===== config.mk =====
export PLATFORM = sky130hd
export DESIGN_NAME = ft245_frame_tx_flat
export DESIGN_NICKNAME = d
export VERILOG_FILES = /design/src/rtl/ft245_frame_tx_if.sv /design/src/rtl/ft245_frame_tx.sv /design/src/flat_wrapper.sv
export SDC_FILE = /design/constraint.sdc
export NUM_CORES = 1
export LEC_CHECK = 0
export ABC_AREA = 1
export BUFFER_PORTS_ARGS = -buffer_cell sky130_fd_sc_hd__buf_2
export CAP_MARGIN = 20
export CORE_UTILIZATION = 60
export DETAILED_ROUTE_END_ITERATION = 12
export PLACE_DENSITY_LB_ADDON = 0.3
export SETUP_SLACK_MARGIN = 0.2
export SYNTH_ARGS = -nofsm -noshare
export SYNTH_HDL_FRONTEND = slang
export SYNTH_SLANG_ARGS = --single-unit

===== constraint.sdc =====
create_clock -name clk -period 4.3 [get_ports clk]
set_input_delay 0.43 -clock clk [delete_from_list [all_inputs] [get_ports clk]]
set_output_delay 0.43 -clock clk [all_outputs]
set_load 0.1 [all_outputs]

===== src/rtl/ft245_frame_tx_if.sv =====
// ft245_frame_tx_if: sample stream and FT245 FIFO signals of the frame transmitter.
interface ft245_frame_tx_if #(
    parameter int DATA_WIDTH = 25
);
    logic                  en;
    logic                  in_valid;
    logic [DATA_WIDTH-1:0] in_data;
    logic                  in_ready;
    logic                  ft_txe_n;
    logic                  ft_wr_n;
    logic [7:0]            ft_data;
    logic                  done;
    logic                  busy;
    modport master (
        output en, in_valid, in_data, ft_txe_n,
        input  in_ready, ft_wr_n, ft_data, done, busy
    );
    modport slave (
        input  en, in_valid, in_data, ft_txe_n,
        output in_ready, ft_wr_n, ft_data, done, busy
    );
endinterface


===== src/rtl/ft245_frame_tx.sv =====
// ft245_frame_tx: frames the FFT sample stream (header, counter, samples MSB first,
// XOR checksum) and writes it byte-wise to the FT245 synchronous FIFO.
module ft245_frame_tx #(
    parameter int         DATA_WIDTH  = 25,
    parameter int         N_SAMPLES   = 1024,
    parameter logic [7:0] HEADER_BYTE = 8'hA5
) (
    input logic            clk,
    input logic            rst,
    ft245_frame_tx_if.slave io
);
    localparam int NB = (DATA_WIDTH + 7) / 8;
    localparam int SW = NB * 8;
    localparam int BW = NB > 1 ? $clog2(NB) : 1;
    localparam int CW = N_SAMPLES > 1 ? $clog2(N_SAMPLES) : 1;
    typedef enum logic [2:0] {IDLE, HEADER, COUNT, LOAD, DATA, FOOTER, DONE} state_t;
    state_t        state;
    logic [SW-1:0] ext;
    logic [SW-1:0] shreg;
    logic [BW-1:0] bcnt;
    logic [CW-1:0] scnt;
    logic [7:0]    fcnt;
    logic [7:0]    csum;
    logic          acc;
    assign ext         = SW'($signed(io.in_data));
    assign acc         = !io.ft_wr_n && !io.ft_txe_n;
    assign io.in_ready = state == LOAD;
    always_ff @(posedge clk) begin
        if (rst || state == state_t'(3'd7)) begin
            state      <= IDLE;
            io.ft_wr_n <= 1'b1;
            io.ft_data <= 8'h00;
            io.done    <= 1'b0;
            io.busy    <= 1'b0;
            fcnt       <= 8'h00;
            csum       <= 8'h00;
            scnt       <= '0;
            bcnt       <= '0;
            shreg      <= '0;
        end else begin
            case (state)
                IDLE: if (io.en) begin
                    state      <= HEADER;
                    io.ft_data <= HEADER_BYTE;
                    io.ft_wr_n <= 1'b0;
                    io.busy    <= 1'b1;
                    csum       <= 8'h00;
                end
                HEADER: if (acc) begin
                    state      <= COUNT;
                    io.ft_data <= fcnt;
                    csum       <= csum ^ io.ft_data;
                end
                COUNT: if (acc) begin
                    state      <= LOAD;
                    io.ft_wr_n <= 1'b1;
                    csum       <= csum ^ io.ft_data;
                end
                LOAD: if (io.in_valid) begin
                    state      <= DATA;
                    io.ft_data <= ext[SW-1 -: 8];
                    io.ft_wr_n <= 1'b0;
                    shreg      <= ext << 8;
                    bcnt       <= BW'(NB - 1);
                end
                // bcnt counts the bytes of the current sample still queued behind ft_data
                DATA: if (acc) begin
                    csum <= csum ^ io.ft_data;
                    if (bcnt != '0) begin
                        io.ft_data <= shreg[SW-1 -: 8];
                        shreg      <= shreg << 8;
                        bcnt       <= bcnt - BW'(1);
                    end else if (scnt == CW'(N_SAMPLES - 1)) begin
                        state      <= FOOTER;
                        io.ft_data <= csum ^ io.ft_data;
                    end else begin
                        state      <= LOAD;
                        io.ft_wr_n <= 1'b1;
                        scnt       <= scnt + CW'(1);
                    end
                end
                FOOTER: if (acc) begin
                    state      <= DONE;
                    io.ft_wr_n <= 1'b1;
                    io.done    <= 1'b1;
                end
                DONE: begin
                    state   <= IDLE;
                    io.done <= 1'b0;
                    io.busy <= 1'b0;
                    fcnt    <= fcnt + 8'd1;
                    scnt    <= '0;
                end
                default: state <= IDLE;
            endcase
        end
    end
endmodule


===== src/flat_wrapper.sv =====
// flat-port wrapper written by rule: the top's interface ports become plain ports
module ft245_frame_tx_flat 
#(
    parameter int         DATA_WIDTH  = 25,
    parameter int         N_SAMPLES   = 1024,
    parameter logic [7:0] HEADER_BYTE = 8'hA5
)
  (clk, rst, io_en, io_in_valid, io_in_data, io_ft_txe_n, io_in_ready, io_ft_wr_n, io_ft_data, io_done, io_busy);
  ft245_frame_tx_if #(.DATA_WIDTH(DATA_WIDTH)) io_i ();
  input logic clk;
  input logic rst;
  input wire logic [$bits(io_i.en)-1:0] io_en;
  input wire logic [$bits(io_i.in_valid)-1:0] io_in_valid;
  input wire logic [$bits(io_i.in_data)-1:0] io_in_data;
  input wire logic [$bits(io_i.ft_txe_n)-1:0] io_ft_txe_n;
  output wire logic [$bits(io_i.in_ready)-1:0] io_in_ready;
  output wire logic [$bits(io_i.ft_wr_n)-1:0] io_ft_wr_n;
  output wire logic [$bits(io_i.ft_data)-1:0] io_ft_data;
  output wire logic [$bits(io_i.done)-1:0] io_done;
  output wire logic [$bits(io_i.busy)-1:0] io_busy;
  assign io_i.en = io_en;
  assign io_i.in_valid = io_in_valid;
  assign io_i.in_data = io_in_data;
  assign io_i.ft_txe_n = io_ft_txe_n;
  assign io_in_ready = io_i.in_ready;
  assign io_ft_wr_n = io_i.ft_wr_n;
  assign io_ft_data = io_i.ft_data;
  assign io_done = io_i.done;
  assign io_busy = io_i.busy;
  ft245_frame_tx #(.DATA_WIDTH(DATA_WIDTH), .N_SAMPLES(N_SAMPLES), .HEADER_BYTE(HEADER_BYTE)) u_core (.clk(clk), .rst(rst), .io(io_i));
endmodule

==> results.yml, run 1 <==
status:
  run_status: "complete, no violations"
setup_path:
  reg2reg_setup_slack_ns: 2.20
  critPathCaptureType: "primary output"
  crit_fanout: 11
  start_kind: "register"
  worst_r2r_startpoint: "u_core.state[2]$_SDFFE_PP0P_"
  worstReg2RegEnd: "u_core.bcnt[1]$_SDFFE_PP0P_"
  critical_path_data_required_time_ns: 3.87
  timing.reg2reg.worst_path_depth: 5
  critical_path_arrival_ns: 1.70
  crit_start: "u_core.state[1]$_SDFFE_PP0P_"
  setup.worst_path.class: "reg2out"
power:
  ir_drop_v: 0.000319
  power.static_leakage_nw: 1.84
  power.density_mw_per_mm2: 578
  finalPower_mw: 2.30
clock_network:
  clock_insertion_delay_worst_skew_ns: 0.35
  path_clk_slew_ns: 0.08
  cts_buffers: 9
  tritoncts: "yes"
  cts_repair_resize_count: 0
  cts_root_buffer: "sky130_fd_sc_hd__clkbuf_8"
  cts.htree.levels: 3
  clock_sink_count: 66
  cts_hold_buffers: 0
  postCtsSetupBuffers: 0
  cts-root-to-sink-buffers: 2
min_path:
  min_path_cells: 3
  hold_end: "u_core.shreg[11]$_SDFFE_PP0P_"
  hold_path_class: "in2reg"
  hold_crit_start: "io_in_data[3]"
place:
  io_buffer_count: 41
  dpl.hpwl_um: 5750
  pre_cts_ws_ns: 2.27
  place_congestion: 0.864
floorplan:
  dieWidth_um: 79.0
  core-area_mm2: 0.00561
  floorplan.initialDensity_pct: 63.5
  die_height_um: 79.0
  fp-row-count: 27
  die-area_mm2: 0.00624
  top_level_ports: 42
timing:
  fin_crit_ns: 2.13
  finalSetupTns_ns: 0
  hold_viol: 0
  whs_ns: 0.326
  maximum_clock_skew_at_final_layout_ns: 0.0123
  slew_violations: 0
  portion_of_the_clock_cycle_consumed_by_the_worst_path_in_the_final_layout_pct: 49.5
  layout_setup_ws_ns: 2.17
  rsz0062_at_grt: "false"
  timing.fmax_mhz: 470
  setup_viol_count_final: 0
  relSlewSlack_pct: 26.3
  least_margin_pin_slew_ns: 1.10
logic_synthesis:
  synthCells: 532
  distinct_cell_type_count_after_synthesis: 34
  syn_area_per_cell_um2: 6.69
  synth.cell_area_mm2: 0.00356
  yosys_warnings: 0
  synth.ff_latch_count: 66
  synth.net_count: 565
  ys_seq_area_share_pct: 37.1
routing:
  detail_route.first_pass.iterations: 5
  routed_via_density: 5.33
  finalWirelength_um: 8240
  avgRoutedWirePerCell_um: 12.8
  remaining_drc_errors: 0
  post_route_antenna_net_violation_count: 0
  detailedRoute.firstIterationViolations: 256
  via_count: 3431
final_layout:
  insertedDiodeCount: 0
  drive_gt1_share_pct: 15.7
  syn2layout_area_growth_pct: 11.7
  layout.cells.most_common: "sky130_fd_sc_hd__nand2_1"
  most-common-layout-cells: "sky130_fd_sc_hd__nand2_1 (162), sky130_fd_sc_hd__nor2_1 (79), sky130_fd_sc_hd__dfxtp_1 (66)"
  nNetsFinal: 600
global_route:
  first_global_vias: 3206
  grt_pass1_wl_um: 14200
  gr-usage-all-layers_pct: 29.2
  grt_start_max_net_pins: 40
  grt.overflow.total: 0
  initial_antenna_violation_count: 0
flow_run:
  max-cap-violations: 0
critical path: stages (launching register included):
cell and delay [ns]:
sky130_fd_sc_hd__dfxtp_1 0.64, sky130_fd_sc_hd__nand2_2 0.12, sky130_fd_sc_hd__nor2_4 0.15, sky130_fd_sc_hd__buf_2 0.45
metrics by stage:
step / cells / instance area (µm²) / utilization (%)
final: 644 / 3980 / 70.9
after global placement: 628 / 3750 / 66.8
after CTS: 644 / 3980 / 70.9
after global routing: 644 / 3980 / 70.9
after detailed placement: 628 / 3750 / 66.8
after floorplan: 532 / 3560 / -
logic make-up (layout without fill, tap and decap cells):
| group | Yosys count | after routing | synth area share [%] |
|---|---|---|---|
| AOI/OAI and AO/OA | 85 | 85 | 12.6 |
| xor gates and xnor gates | 10 | 10 | 2.46 |
| adders and majority gates | 3 | 3 | 1.05 |
| buffers and inverters | 68 | 108 | 8.51 |
| DFF | 66 | 66 | 37.1 |
| and+or+nand+nor | 300 | 300 | 38.3 |
Yosys cell counts (all sizes together):
| library cell | instances | share of area (%) |
|---|---|---|
| nand2 | 170 | 19 |
| nor2 | 88 | 11 |
| dfxtp | 66 | 37 |
| inv | 50 | 5.3 |
| a21oi | 45 | 6.3 |
| o21ai | 36 | 5.4 |
| nand3 | 34 | 6.0 |
| buf | 14 | 2.7 |
| xor2 | 8 | 2.0 |
| clkbuf | 4 | 0.42 |
| nand4 | 4 | 1.1 |
| ha | 3 | 1.1 |
| o21bai | 3 | 0.63 |
| nor3 | 2 | 0.42 |
| xnor2 | 2 | 0.49 |
| nand3b | 1 | 0.56 |
| nor3b | 1 | 0.21 |
| o211ai | 1 | 0.21 |
metal layers:
metal,GRT usage (%),part of all wire [%],vias up
li1,-,-,1760
met1,34.9,45,1547
met2,49.9,48,101
met3,4.71,4.3,23
met4,15.8,3.0,0
met5,0,0,-
worst max path at each step:
stage | end | cells past startpoint
after detailed placement | u_core.bcnt[1]$_SDFFE_PP0P_ | 5
after CTS | io_in_ready | 3
final | io_in_ready | 3
after global routing | u_core.bcnt[1]$_SDFFE_PP0P_ | 5
after global placement | u_core.shreg[23]$_SDFFE_PP0P_ | 5
after floorplan | u_core.shreg[23]$_SDFFE_PP0P_ | 5
where the power goes:
part | leakage (nW) | internal [mW] | switching [mW]
clock | 0.109 | 0.343 | 0.248
combinational | 1.20 | 0.221 | 0.667
sequential | 0.536 | 0.717 | 0.102
state kept, by name, indices dropped and copies added, names as in the netlist:
name	flops
u_core.state	3
u_core.csum	8
u_core.io.done	1
u_core.io.ft_wr_n	1
u_core.io.busy	1
u_core.shreg	24
u_core.fcnt	8
u_core.scnt	10
u_core.io.ft_data	8
u_core.bcnt	2
layout make-up:
cell class	instances	area, µm²
Multi-Input combinational cell	398	1930
Tap cell	72	90.1
Timing Repair Buffer	42	213
Sequential cell	66	1320
Fill cell	463	1630
Clock inverter	6	88.8
Inverter	50	190
Clock buffer	10	138
(Power assumes the default switching activity.)
==> run 2, diff against run 1 <==
- CORE_UTILIZATION: 60 -> 53
- clock period: 4.3 -> 1.9 ns (I/O delays scaled with it)
==> run 2 against run 1 <==
  * The flow now finishes with violations (DRC)
  * Sequential share of layout area decreased by 1.1 points
  * Global-route usage is 4.9 points lower
  * Via count shrank 0.17%
  * First-iteration DRC count shrank 18%
  * Critical path type is now reg2reg
  * Worst setup slack got worse by 1.9 ns
  * Clock skew is essentially flat
==> results.yml, run 2 (synthesis gave the netlist of run 1 again) <==
status:
  run_status: "finished with violations"
  violated_checks: "DRC"
clock_network:
  tritoncts: "yes"
  cts_buffers: 9
  cts_root_buffer: "sky130_fd_sc_hd__clkbuf_8"
  cts.htree.levels: 3
  path_clk_slew_ns: 0.08
  cts-root-to-sink-buffers: 2
  cts_hold_buffers: 0
  clock_insertion_delay_worst_skew_ns: 0.34
  clock_sink_count: 66
setup_path:
  setup.worst_path.class: "reg2reg"
  crit_path_most_repeated_cell: "sky130_fd_sc_hd__nand2_1"
  reg2reg_setup_slack_ns: 0.27
  worst_r2r_startpoint: "u_core.state[0]$_SDFFE_PP0P_"
  worstReg2RegEnd: "u_core.io.ft_data[7]$_SDFFE_PP0P_"
  timing.reg2reg.worst_path_depth: 10
  critical_path_arrival_ns: 1.91
  crit_fanout: 8
  critical_path_data_required_time_ns: 2.18
  start_kind: "register"
  crit_chain: "buf_4, nand2_4, nor2_4, nand2_2, nand2_1, nor2_2, nand3_2, nand2_1, nand2_1, nor2_1"
  critPathCaptureType: "register"
  critical_path.slowest_cell: "sky130_fd_sc_hd__dfxtp_2"
  crit_path_max_incr_delay_ns: 0.37
power:
  ir_drop_v: 0.000719
  switching_power_mw: 2.38
  internal_power_mw: 2.82
  power_switching_share_pct: 45.8
  sequentialPowerShare_pct: 35.7
  power.density_mw_per_mm2: 1250
  finalPower_mw: 5.20
  comb_power_share_pct: 41.9
  power.static_leakage_nw: 1.89
  clock_share_of_power_pct: 22.4
final_layout:
  postLayoutCellArea_mm2: 0.00415
  insertedDiodeCount: 0
  syn2layout_area_growth_pct: 16.7
  biggestRegsByFlops: "u_core.shreg: 24 flops, u_core.scnt: 10 flops"
  max_flop_register: "u_core.shreg"
  most-common-layout-cells: "sky130_fd_sc_hd__nand2_1 (162), sky130_fd_sc_hd__nor2_1 (76), sky130_fd_sc_hd__dfxtp_1 (59)"
  number_of_flip_flops_in_the_largest_register: 24
  layout.cells.most_common: "sky130_fd_sc_hd__nand2_1"
  drive_gt1_share_pct: 20.1
  nNetsFinal: 614
  final_layout_fill_cell_count: 555
min_path:
  hold_end: "u_core.shreg[15]$_SDFFE_PP0P_"
  hold_crit_start: "io_in_data[7]"
  hold_path_class: "in2reg"
  min_path_cells: 3
global_route:
  grt_start_max_net_pins: 40
  first_global_vias: 3161
  initial_antenna_violation_count: 0
  gr-usage-all-layers_pct: 24.3
  grt.overflow.total: 0
  grt_pass1_wl_um: 13800
place:
  dpl.hpwl_um: 5910
  io_buffer_count: 41
  dpl_cell_area_mm2: 0.00385
  place_congestion: 0.903
floorplan:
  fp-row-count: 29
  die_height_um: 83.9
  core-area_mm2: 0.00642
  top_level_ports: 42
  floorplan.initialDensity_pct: 55.4
  die-area_mm2: 0.00705
  dieWidth_um: 83.9
timing:
  timing.fmax_mhz: 613
  rsz0062_at_grt: "true"
  least_margin_pin_slew_ns: 0.492
  finalSetupTns_ns: 0
  maximum_clock_skew_at_final_layout_ns: 0.0127
  hold_viol: 0
  slew_violations: 0
  relSlewSlack_pct: 67.4
  fin_crit_ns: 1.63
  portion_of_the_clock_cycle_consumed_by_the_worst_path_in_the_final_layout_pct: 85.8
  setup_viol_count_final: 0
routing:
  avgRoutedWirePerCell_um: 12.7
  via_count: 3425
  finalWirelength_um: 8390
  routed_via_density: 5.17
  remaining_drc_errors: 2
  detailedRoute.firstIterationViolations: 211
  detail_route.first_pass.iterations: 9
  post_route_antenna_net_violation_count: 0
flow_run:
  max-cap-violations: 0
run 2: changes by cell type in the layout (fill, tap and decap cells not counted), moves of 3 or more:
cell                      change
sky130_fd_sc_hd__dfxtp_1      -7
sky130_fd_sc_hd__o21ai_0     -14
sky130_fd_sc_hd__nor2_1       -3
sky130_fd_sc_hd__o21ai_1     +14
sky130_fd_sc_hd__dfxtp_2      +6
sky130_fd_sc_hd__buf_4       +10
run 2: worst max-delay path, delay by kind of cell, from the launching register on:
kind	cells	cell delay [ns]
AND/OR/NAND/NOR	9	1.06
flip-flops	1	0.37
buffers and inverters	1	0.17
run 2: metal layers:
| metal | vias to the layer above | global-route usage (%) | routed length (µm) |
|---|---|---|---|
| met3 | 19 | 3.86 | 335 |
| met4 | 0 | 12.1 | 215 |
| met1 | 1540 | 30.7 | 3850 |
| met5 | - | 0 | 0 |
| li1 | 1783 | - | - |
| met2 | 83 | 40.2 | 3990 |
run 2: area by class of cell:
cell class / count / area [µm²] / area share, %
clock buffers: 9 / 124 / 2.98
flip-flops and latches: 66 / 1330 / 32.1
multi-input cells: 401 / 2020 / 48.8
clock inverters: 7 / 70.1 / 1.69
well taps: 77 / 96.3 / 2.32
repair buffers: 53 / 314 / 7.56
inverters: 50 / 190 / 4.58
run 2: what timing repair did:
action,CTS,global route
resized for setup,4,16
pin swaps,0,4
endpoints found under the setup margin,3,57
buffers inserted,0,1
cloned,0,3
run 2: metrics by stage:
step,cells,utilization [%],hold WS (ns),setup slack [ns]
CTS,659,63.1,0.0858,0.205
detailed placement,643,59.9,0.445,0.213
global route,663,64.6,0.103,0.145
global placement,643,59.9,0.437,0.239
floorplan,532,-,0.337,0.0134
finish,663,64.6,0.0993,0.270
run 2: power groups by stage:
stage                     Sequential, mW  Combinational (mW)  Clock [mW]
after floorplan                     2.33                1.29           0
after global routing                1.89                2.39        1.24
final                               1.86                2.18        1.16
after global placement              1.87                2.01           0
after CTS                           1.85                2.08        1.18
after detailed placement            1.88                2.05           0
run 2: worst max path at each step:
stage | startpoint | endpoint | slack [ns] | cells past startpoint
after detailed placement | u_core.state[0]$_SDFFE_PP0P_ | u_core.io.ft_data[3]$_SDFFE_PP0P_ | 0.21 | 9
after global placement | u_core.scnt[0]$_SDFFE_PP0P_ | u_core.io.ft_data[3]$_SDFFE_PP0P_ | 0.24 | 8
after global routing | u_core.state[0]$_SDFFE_PP0P_ | u_core.io.ft_data[7]$_SDFFE_PP0P_ | 0.14 | 10
after CTS | u_core.state[0]$_SDFFE_PP0P_ | io_in_ready | 0.20 | 4
after floorplan | u_core.state[1]$_SDFFE_PP0P_ | u_core.io.ft_data[5]$_SDFFE_PP0P_ | 0.01 | 11
final | u_core.state[0]$_SDFFE_PP0P_ | u_core.io.ft_data[7]$_SDFFE_PP0P_ | 0.27 | 10
==> run 3, diff against run 2 <==
- CORE_UTILIZATION: 53 -> 58
- clock period: 1.9 -> 1.75 ns (I/O delays scaled with it)
==> run 3 against run 2 <==
  * The run now ends clean
  * Sequential share of layout area fell by 3.4 points
  * Non-clock buffer count rose by 30
  * Clock skew rose by 0.0030 ns
  * Critical path depth fell by 3
  * Die area fell by 8.4%
  * Design area rose by 13%
  * Worst setup slack got worse by 0.23 ns
  * Combinational power rose by 31%
  * Routed wire length rose by 26%
  * Global-route usage rose by 5.8 points
  * Largest cell class unchanged
==> results.yml, run 3 (synthesis gave the netlist of run 1 again) <==
timing:
  hold_viol: 0
  fin_crit_ns: 1.71
  relSlewSlack_pct: 67.6
  rsz0062_at_grt: "true"
  slew_violations: 0
  least_margin_pin_slew_ns: 0.489
  portion_of_the_clock_cycle_consumed_by_the_worst_path_in_the_final_layout_pct: 97.5
  timing.fmax_mhz: 586
  setup_viol_count_final: 0
  maximum_clock_skew_at_final_layout_ns: 0.0157
status:
  run_status: "complete, no violations"
setup_path:
  start_kind: "register"
  crit_fanout: 8
  critical_path_arrival_ns: 1.98
  reg2reg_setup_slack_ns: 0.04
  critical_path_data_required_time_ns: 2.03
  setup.worst_path.class: "reg2reg"
  critPathCaptureType: "register"
floorplan:
  top_level_ports: 42
  die_height_um: 80.3
  fp-row-count: 28
  dieWidth_um: 80.3
  floorplan.initialDensity_pct: 60.1
  die-area_mm2: 0.00645
  core-area_mm2: 0.00592
clock_network:
  cts.htree.levels: 3
  tritoncts: "yes"
  cts_hold_buffers: 0
  cts_root_buffer: "sky130_fd_sc_hd__clkbuf_8"
  clock_sink_count: 66
  clock_insertion_delay_worst_skew_ns: 0.36
  cts_buffers: 9
  path_clk_slew_ns: 0.08
  cts-root-to-sink-buffers: 2
place:
  io_buffer_count: 41
  place_congestion: 0.885
  dpl_cell_area_mm2: 0.00392
  dpl.hpwl_um: 5970
final_layout:
  most-common-layout-cells: "sky130_fd_sc_hd__nand2_1 (156), sky130_fd_sc_hd__nor2_1 (66), sky130_fd_sc_hd__dfxtp_1 (56)"
  final_layout_fill_cell_count: 399
  layout.cells.most_common: "sky130_fd_sc_hd__nand2_1"
  insertedDiodeCount: 0
  biggestRegsByFlops: "u_core.shreg: 24 flops, u_core.scnt: 10 flops"
  max_flop_register: "u_core.shreg"
  nNetsFinal: 645
  number_of_flip_flops_in_the_largest_register: 24
  drive_gt1_share_pct: 31.8
  postLayoutCellArea_mm2: 0.00469
  syn2layout_area_growth_pct: 31.7
routing:
  detail_route.first_pass.iterations: 5
  remaining_drc_errors: 0
  post_route_antenna_net_violation_count: 0
  avgRoutedWirePerCell_um: 15.3
  via_count: 3886
  finalWirelength_um: 10600
  detailedRoute.firstIterationViolations: 350
  routed_via_density: 5.62
flow_run:
  max-cap-violations: 0
global_route:
  grt_start_max_net_pins: 40
  grt_pass1_wl_um: 14900
  grt.overflow.total: 0
  first_global_vias: 3434
  initial_antenna_violation_count: 0
  gr-usage-all-layers_pct: 30.1
power:
  finalPower_mw: 6.26
  power.density_mw_per_mm2: 1340
  power.static_leakage_nw: 2.11
  ir_drop_v: 0.00130
min_path:
  hold_path_class: "in2reg"
==> run 3: changes by cell type in the layout (fill, tap and decap cells not counted), moves of 7 or more <==
cell,change
sky130_fd_sc_hd__buf_4,+20
sky130_fd_sc_hd__o21ai_2,+14
sky130_fd_sc_hd__nor2_1,-10
sky130_fd_sc_hd__o21ai_1,-10
sky130_fd_sc_hd__a21oi_1,-9
sky130_fd_sc_hd__a21oi_2,+9
sky130_fd_sc_hd__nor2_2,+7
==> run 3: layer usage <==
metal	vias up	share of wire (%)	track usage (%)
li1	1861	-	-
met4	0	5.2	18.9
met5	-	0	0
met3	55	5.8	5.45
met1	1761	39	35.1
met2	209	49	50.6
==> run 3: worst paths after layout <==
kind                                                    start                       endpoint  cells past startpoint
worst min-delay path                            io_in_data[1]   u_core.shreg[9]$_SDFFE_PP0P_                      3
worst max register to register   u_core.state[1]$_SDFFE_PP0P_  u_core.shreg[30]$_SDFFE_PP0P_                      7
worst max-delay path             u_core.state[1]$_SDFFE_PP0P_  u_core.shreg[30]$_SDFFE_PP0P_                      7
worst min register to register  u_core.shreg[23]$_SDFFE_PP0P_  u_core.shreg[23]$_SDFFE_PP0P_                      2
==> run 3: critical path, cell delays in order, from the launching register on <==
cell and delay [ns]:
sky130_fd_sc_hd__dfxtp_4 0.41, sky130_fd_sc_hd__nor2_4 0.21, sky130_fd_sc_hd__nand2_4 0.13, sky130_fd_sc_hd__nor2_4 0.24, sky130_fd_sc_hd__nand3b_4 0.24, sky130_fd_sc_hd__buf_6 0.15
sky130_fd_sc_hd__nor2_1 0.06, sky130_fd_sc_hd__nor2_1 0.18
==> run 3: layout make-up <==
| class | instances | area, µm² | share of cell area (%) |
|---|---|---|---|
| flip-flops and latches | 66 | 1340 | 28.7 |
| multi-input cells | 402 | 2220 | 47.4 |
| well taps | 75 | 93.8 | 2.00 |
| clock buffers | 10 | 138 | 2.94 |
| repair buffers | 83 | 617 | 13.2 |
| inverters | 50 | 203 | 4.32 |
| clock inverters | 6 | 70.1 | 1.49 |
==> run 3: stage by stage <==
step | cells | worst slack (ns) | hold slack, ns | setup TNS, ns | utilization, %
after floorplan | 532 | -0.0980 | 0.322 | -0.994 | -
after global routing | 692 | 0.0245 | 0.0626 | 0 | 79.2
final | 692 | 0.0446 | 0.0569 | 0 | 79.2
after global placement | 647 | 0.0123 | 0.428 | 0 | 66.2
after CTS | 669 | 0.160 | 0.0599 | 0 | 71.7
after detailed placement | 647 | -0.0227 | 0.437 | -0.0348 | 66.2
==> run 3: power by group <==
| group | switching (mW) | leakage (nW) | total, mW | internal (mW) |
|---|---|---|---|---|
| sequential | 0.267 | 0.542 | 2.05 | 1.78 |
| combinational | 1.98 | 1.46 | 2.85 | 0.865 |
| clock | 0.661 | 0.108 | 1.37 | 0.712 |
==> run 3: what timing repair did <==
| action | 4_1_cts | 5_1_grt |
|---|---|---|
| gates resized for setup | 18 | 77 |
| cloned | 2 | 4 |
| buffers inserted | 4 | 19 |
| endpoints found under the setup margin | 59 | 61 |
| pin swaps | 5 | 22 |
| hold endpoints to repair | 0 | 0 |
